File: config.mk
export PLATFORM = sky130hd
export DESIGN_NAME = activation_relu_stream_flat
export DESIGN_NICKNAME = d
export VERILOG_FILES = /design/src/rtl/activation_relu_stream_if.sv /design/src/rtl/activation_relu_stream.sv /design/src/flat_wrapper.sv
export SDC_FILE = /design/constraint.sdc
export NUM_CORES = 1
export LEC_CHECK = 0
export BUFFER_PORTS_ARGS = -buffer_cell sky130_fd_sc_hd__buf_2
export CAP_MARGIN = 5
export CORE_ASPECT_RATIO = 1.1
export CORE_MARGIN = 3
export CORE_UTILIZATION = 55
export CTS_CLUSTER_DIAMETER = 100
export DETAILED_ROUTE_END_ITERATION = 16
export GPL_TIMING_DRIVEN = 0
export PLACE_DENSITY = 0.86
export SLEW_MARGIN = 20
export SYNTH_ARGS = -nofsm -noshare
export SYNTH_HDL_FRONTEND = slang
export SYNTH_SLANG_ARGS = --single-unit
File: constraint.sdc
create_clock -name clk -period 6.6 [get_ports clk]
set_input_delay 0.66 -clock clk [delete_from_list [all_inputs] [get_ports clk]]
set_output_delay 0.66 -clock clk [all_outputs]
set_load 0.01 [all_outputs]
File: src/rtl/activation_relu_stream_if.sv
// Stream bundle for the FP16 activation stage: input beats, activated output
// beats with channel/frame tags, the run-time mode and the frame_done pulse.
interface activation_relu_stream_if #(
  parameter int DATA_WIDTH = 16,
  parameter int LANES      = 4,
  parameter int CHANNELS   = 6
);
  localparam int CHAN_W = (CHANNELS > 1) ? $clog2(CHANNELS) : 1;

  // A beat moves on a rising edge where valid && ready. The producer holds
  // valid and data stable until that edge; ready may never depend on valid.
  logic [1:0]                  mode;
  logic                        in_valid;
  logic                        in_ready;
  logic [LANES*DATA_WIDTH-1:0] in_data;
  logic                        out_valid;
  logic                        out_ready;
  logic [LANES*DATA_WIDTH-1:0] out_data;
  logic [CHAN_W-1:0]           out_chan;
  logic                        out_last_chan;
  logic                        out_last;
  logic                        frame_done;

  modport master (
    output mode, in_valid, in_data, out_ready,
    input  in_ready, out_valid, out_data, out_chan, out_last_chan, out_last, frame_done
  );

  modport slave (
    input  mode, in_valid, in_data, out_ready,
    output in_ready, out_valid, out_data, out_chan, out_last_chan, out_last, frame_done
  );
endinterface

File: src/rtl/activation_relu_stream.sv
// Streaming FP16 activation (bypass / ReLU / leaky ReLU / ReLU6) with a single
// output register stage and per-beat channel/frame position tags.
module activation_relu_stream #(
  parameter int DATA_WIDTH = 16,
  parameter int LANES      = 4,
  parameter int H          = 28,
  parameter int W          = 28,
  parameter int CHANNELS   = 6,
  parameter int LEAK_SHIFT = 3
) (
  input  logic clk,
  input  logic rst_n,
  activation_relu_stream_if.slave bus
);
  localparam int CHAN_W = (CHANNELS > 1) ? $clog2(CHANNELS) : 1;
  localparam int BEATS  = (H * W) / LANES;
  localparam int BEAT_W = (BEATS > 1) ? $clog2(BEATS) : 1;
  localparam int BUS_W  = LANES * DATA_WIDTH;
  localparam logic [4:0] LS = 5'(LEAK_SHIFT);

  localparam logic [1:0] MODE_BYPASS = 2'b00;
  localparam logic [1:0] MODE_RELU   = 2'b01;
  localparam logic [1:0] MODE_LEAKY  = 2'b10;
  localparam logic [1:0] MODE_RELU6  = 2'b11;

  logic [BEAT_W-1:0] beat_q;
  logic [CHAN_W-1:0] chan_q;
  logic [1:0]        mode_q;
  logic              out_valid_q;
  logic [BUS_W-1:0]  out_data_q;
  logic [CHAN_W-1:0] out_chan_q;
  logic              out_last_chan_q;
  logic              out_last_q;
  logic              frame_done_q;

  logic              accept;
  logic              frame_start;
  logic              last_beat;
  logic              last_chan;
  logic [1:0]        eff_mode;
  logic [BUS_W-1:0]  act_data;

  function automatic logic [15:0] act_lane(input logic [15:0] x, input logic [1:0] md);
    logic       s;
    logic [4:0] e;
    logic [9:0] m;
    logic       nan;
    s   = x[15];
    e   = x[14:10];
    m   = x[9:0];
    nan = (e == 5'h1f) && (m != 10'h000);
    act_lane = x;
    if (md != MODE_BYPASS && nan) begin
      act_lane = 16'h7E00;
    end else begin
      case (md)
        MODE_RELU:  if (s) act_lane = 16'h0000;
        MODE_LEAKY: begin
          // Scaling by 2^-LEAK_SHIFT is an exponent decrement; values that
          // would underflow the normal range flush to -0.
          if (s) begin
            if (e == 5'h1f)  act_lane = 16'hFC00;
            else if (e > LS) act_lane = {1'b1, e - LS, m};
            else             act_lane = 16'h8000;
          end
        end
        MODE_RELU6: begin
          if (s)                         act_lane = 16'h0000;
          else if (x[14:0] > 15'h4600)   act_lane = 16'h4600;
        end
        default: ;
      endcase
    end
  endfunction

  assign bus.in_ready = !out_valid_q || bus.out_ready;
  assign accept       = bus.in_valid && bus.in_ready;
  assign frame_start  = (beat_q == '0) && (chan_q == '0);
  assign last_beat    = (beat_q == BEAT_W'(BEATS - 1));
  assign last_chan    = (chan_q == CHAN_W'(CHANNELS - 1));
  // The first beat of a frame already uses the mode it latches.
  assign eff_mode     = frame_start ? bus.mode : mode_q;

  always_comb begin
    act_data = '0;
    for (int k = 0; k < LANES; k++) begin
      act_data[k*DATA_WIDTH +: DATA_WIDTH] = act_lane(bus.in_data[k*DATA_WIDTH +: DATA_WIDTH], eff_mode);
    end
  end

  always_ff @(posedge clk) begin
    if (!rst_n) begin
      out_valid_q     <= 1'b0;
      out_data_q      <= '0;
      out_chan_q      <= '0;
      out_last_chan_q <= 1'b0;
      out_last_q      <= 1'b0;
      frame_done_q    <= 1'b0;
      beat_q          <= '0;
      chan_q          <= '0;
      mode_q          <= MODE_RELU;
    end else begin
      frame_done_q <= out_valid_q && bus.out_ready && out_last_q;
      if (accept) begin
        out_valid_q     <= 1'b1;
        out_data_q      <= act_data;
        out_chan_q      <= chan_q;
        out_last_chan_q <= last_beat;
        out_last_q      <= last_beat && last_chan;
        if (frame_start) mode_q <= bus.mode;
        if (last_beat) begin
          beat_q <= '0;
          chan_q <= last_chan ? '0 : chan_q + 1'b1;
        end else begin
          beat_q <= beat_q + 1'b1;
        end
      end else if (bus.out_ready) begin
        out_valid_q <= 1'b0;
      end
    end
  end

  assign bus.out_valid     = out_valid_q;
  assign bus.out_data      = out_data_q;
  assign bus.out_chan      = out_chan_q;
  assign bus.out_last_chan = out_last_chan_q;
  assign bus.out_last      = out_last_q;
  assign bus.frame_done    = frame_done_q;
endmodule

File: src/flat_wrapper.sv
// flat-port wrapper written by rule: the top's interface ports become plain ports
module activation_relu_stream_flat 
#(
  parameter int DATA_WIDTH = 16,
  parameter int LANES      = 4,
  parameter int H          = 28,
  parameter int W          = 28,
  parameter int CHANNELS   = 6,
  parameter int LEAK_SHIFT = 3
)
  (clk, rst_n, bus_mode, bus_in_valid, bus_in_data, bus_out_ready, bus_in_ready, bus_out_valid, bus_out_data, bus_out_chan, bus_out_last_chan, bus_out_last, bus_frame_done);
  activation_relu_stream_if #(.DATA_WIDTH(DATA_WIDTH), .LANES(LANES), .CHANNELS(CHANNELS)) bus_i ();
  input  logic clk;
  input  logic rst_n;
  input wire logic [$bits(bus_i.mode)-1:0] bus_mode;
  input wire logic [$bits(bus_i.in_valid)-1:0] bus_in_valid;
  input wire logic [$bits(bus_i.in_data)-1:0] bus_in_data;
  input wire logic [$bits(bus_i.out_ready)-1:0] bus_out_ready;
  output wire logic [$bits(bus_i.in_ready)-1:0] bus_in_ready;
  output wire logic [$bits(bus_i.out_valid)-1:0] bus_out_valid;
  output wire logic [$bits(bus_i.out_data)-1:0] bus_out_data;
  output wire logic [$bits(bus_i.out_chan)-1:0] bus_out_chan;
  output wire logic [$bits(bus_i.out_last_chan)-1:0] bus_out_last_chan;
  output wire logic [$bits(bus_i.out_last)-1:0] bus_out_last;
  output wire logic [$bits(bus_i.frame_done)-1:0] bus_frame_done;
  assign bus_i.mode = bus_mode;
  assign bus_i.in_valid = bus_in_valid;
  assign bus_i.in_data = bus_in_data;
  assign bus_i.out_ready = bus_out_ready;
  assign bus_in_ready = bus_i.in_ready;
  assign bus_out_valid = bus_i.out_valid;
  assign bus_out_data = bus_i.out_data;
  assign bus_out_chan = bus_i.out_chan;
  assign bus_out_last_chan = bus_i.out_last_chan;
  assign bus_out_last = bus_i.out_last;
  assign bus_frame_done = bus_i.frame_done;
  activation_relu_stream #(.DATA_WIDTH(DATA_WIDTH), .LANES(LANES), .H(H), .W(W), .CHANNELS(CHANNELS), .LEAK_SHIFT(LEAK_SHIFT)) u_core (.clk(clk), .rst_n(rst_n), .bus(bus_i));
endmodule
==> run metrics <==
status complete, no violations; Final Hold Viols 0; Worst Hold Depth 2; H-tree depth 3; count of hold-fix buffers inserted at cts 0; DRC viols 0; clk_lat worst skew approximately 0.37 ns; share of layout cells above drive strength 1 26.46%; Worst-Margin Slew 0.8180 ns; pin count of the biggest net entering global routing 15; initial antenna violation count 1; diode count 0; routed len/inst 17.08 um; drt pass-1 iters 5; maximum capacitance violations 0; # IOs approximately 140; Avg Inst Size Synth between 8 and 9 um^2; row cnt 33; unrepaired setup endpoints after global routing no; Synth Net Count 600; vias in the first global route 4,487; setup violators final 0; min Tclk post-route 2.970 ns; initial DRC count 309; Worst EP arrival 3.21 ns; Post-CTS Setup Repair Bufs 0; asr flop ratio synth 0%; TritonCTS clock tree done; maximum clock path buffer count 2; CP max FO 10; Via Count 4,705; first-pass GRT wire length 21,160 um; post-route ant nets 0; top cell type's share of synthesized area 38.10%; PortBufs 133; most common cell in the synthesized netlist dfxtp_1; final core occ a little over 70%; Top FF cell, synth dfxtp_1; reg2reg setup slack 3.63 ns; Reg clk slew, reported paths 0.09 ns; Max-slew headroom 43.91%; HP Class register to register; worst min-delay path endpoint u_core.bus.out_data[59]$_SDFFE_PN0P_; Max VDD drop 0.0001384 V; synthesized area 0.004414 mm^2; die width 91.42 um; reg2reg path depth 8; most frequent cells after synthesis dfxtp_1 (84), nand2_1 (51), nor2_1 (43); Yosys reg bits between 80 and 90; Root Buffer clkbuf_8; Hold Path Origin u_core.bus.out_data[59]$_SDFFE_PN0P_; Worst Setup End Kind register; fin crit share ~45%; Die Area slightly above 0.009 mm^2; Worst Skew 0.005436 ns; Pwr Density approximately 230 mW/mm^2; Total Neg Setup Slack 0 ns; Via density around 6; Post-Route WL 13,220 um; Achievable Freq between 0.3 and 0.4 GHz; number of buffers created by CTS 9; Placer Congestion 0.9136; YS warnings 0; sequential area share after synthesis 38.10%; library cells used by synthesis 71; Post-Syn Instances 520; required time worst endpoint roughly 6.8 ns; gr usage total 28.59%; CORE AREA approximately 0.0076 mm^2; top cell type by total area after synthesis dfxtp_1; RR Startpoint u_core.beat_q[2]$_SDFFE_PN0P_; Startpoint Class register; post-synthesis to final-layout area growth 23.38%; Reg2Reg Capture Point u_core.bus.out_data[43]$_SDFFE_PN0P_; global route overflow 0; post-CTS sizing 0; Die Ht 99.96 um; Final #Nets about 740; max-slew violation count 0; synth top area cells dfxtp_1 (38%), a22o_1 (7.1%), nand2_1 (4.3%); clock sinks 84; Crit Path Class register to register; P_leak 2.443 nW; Initial Utilization 57.79%; hpwl dp 9898 um; Post-synth EDFFs 0
-- routing by layer --
metal  part of all wire (%)  wire length (um)  global-route usage (%)
met3                    9.7              1284                   6.822
met2                     46              6077                   47.89
met1                     40              5338                   34.81
met5                   0.11                14                       0
met4                    3.8               503                   13.11
-- flip-flops by register name, indices dropped and copies added, names as in the netlist --
signal / count
u_core.bus.frame_done: 1
u_core.bus.out_valid: 1
u_core.bus.out_last: 1
u_core.bus.out_last_chan: 1
u_core.bus.out_chan: 3
u_core.mode_q: 2
u_core.bus.out_data: 64
u_core.chan_q: 3
u_core.beat_q: 8
-- area by class of cell --
cell class,count,area [um^2]
Tap cell,105,131.4
Inverter,14,52.55
Multi-Input combinational cell,393,2566
Buffer,29,113.9
Timing Repair Buffer,133,665.6
Clock buffer,11,151.4
Clock inverter,5,83.83
Sequential cell,84,1682
Fill cell,618,2192
-- layout by cell type (no fill, tap or decap), drive strengths merged, types with 23 or more instances in the layout --
master	count
a22o	36
o21ai	33
nand2	52
nor2	43
buf	138
nand3	23
a21oi	28
dfxtp	84
clkbuf	35
-- where the power goes --
part	total [W]	switching [W]	leakage [nW]	internal [W]
registers	0.000559	0.0000193	0.688	0.000540
logic	0.000283	0.000171	1.64	0.000111
clock network	0.000428	0.000194	0.112	0.000234
total	0.00127	0.000384	2.44	0.000886
-- critical path: stages (launching register included) --
cell	delay, ns
dfxtp_1	0.38
nor4_2	0.53
nand3_1	0.28
mux2i_2	0.66
buf_2	0.35
buf_2	0.29
nor2_1	0.07
a31oi_1	0.18
a21oi_1	0.10
-- how the worst max path moves through the flow --
stage	from	end	slack (ns)	depth (start not counted)
3_5_place_dp	u_core.beat_q[2]$_SDFFE_PN0P_	u_core.bus.out_data[26]$_SDFFE_PN0P_	3.72	8
4_1_cts	u_core.beat_q[2]$_SDFFE_PN0P_	u_core.bus.out_data[26]$_SDFFE_PN0P_	3.71	8
3_3_place_gp	u_core.beat_q[0]$_SDFFE_PN0P_	u_core.bus.out_data[43]$_SDFFE_PN0P_	3.78	10
2_1_floorplan	u_core.beat_q[0]$_SDFFE_PN0P_	u_core.bus.out_data[16]$_SDFFE_PN0P_	4.22	8
5_1_grt	u_core.beat_q[0]$_SDFFE_PN0P_	u_core.bus.out_data[43]$_SDFFE_PN0P_	3.51	10
6_report	u_core.beat_q[2]$_SDFFE_PN0P_	u_core.bus.out_data[43]$_SDFFE_PN0P_	3.63	8
-- through the flow --
step / cells / total power (W) / setup slack (ns) / cell area [um^2] / hold WS (ns)
after floorplan: 520 / 0.0007379 / 4.215 / 4414 / 0.4530
after global placement: 758 / 0.0008390 / 3.784 / 5211 / 0.4493
after detailed placement: 758 / 0.0008463 / 3.721 / 5211 / 0.4444
after CTS: 774 / 0.001266 / 3.710 / 5446 / 0.4641
after global routing: 774 / 0.001319 / 3.507 / 5446 / 0.4883
final: 774 / 0.001270 / 3.630 / 5446 / 0.4584
-- kinds of logic (layout without fill, tap and decap cells) --
logic type / Yosys count / after routing / synth area share (%)
DFF: 84 / 84 / 38.10
adders and majority gates: 10 / 10 / 2.834
AOI/OAI and AO/OA: 176 / 176 / 29.34
and+or+nand+nor: 190 / 190 / 22.34
muxes: 4 / 4 / 1.049
xor gates and xnor gates: 13 / 13 / 2.579
buffers and inverters: 43 / 192 / 3.770
(Power assumes the default switching activity.)
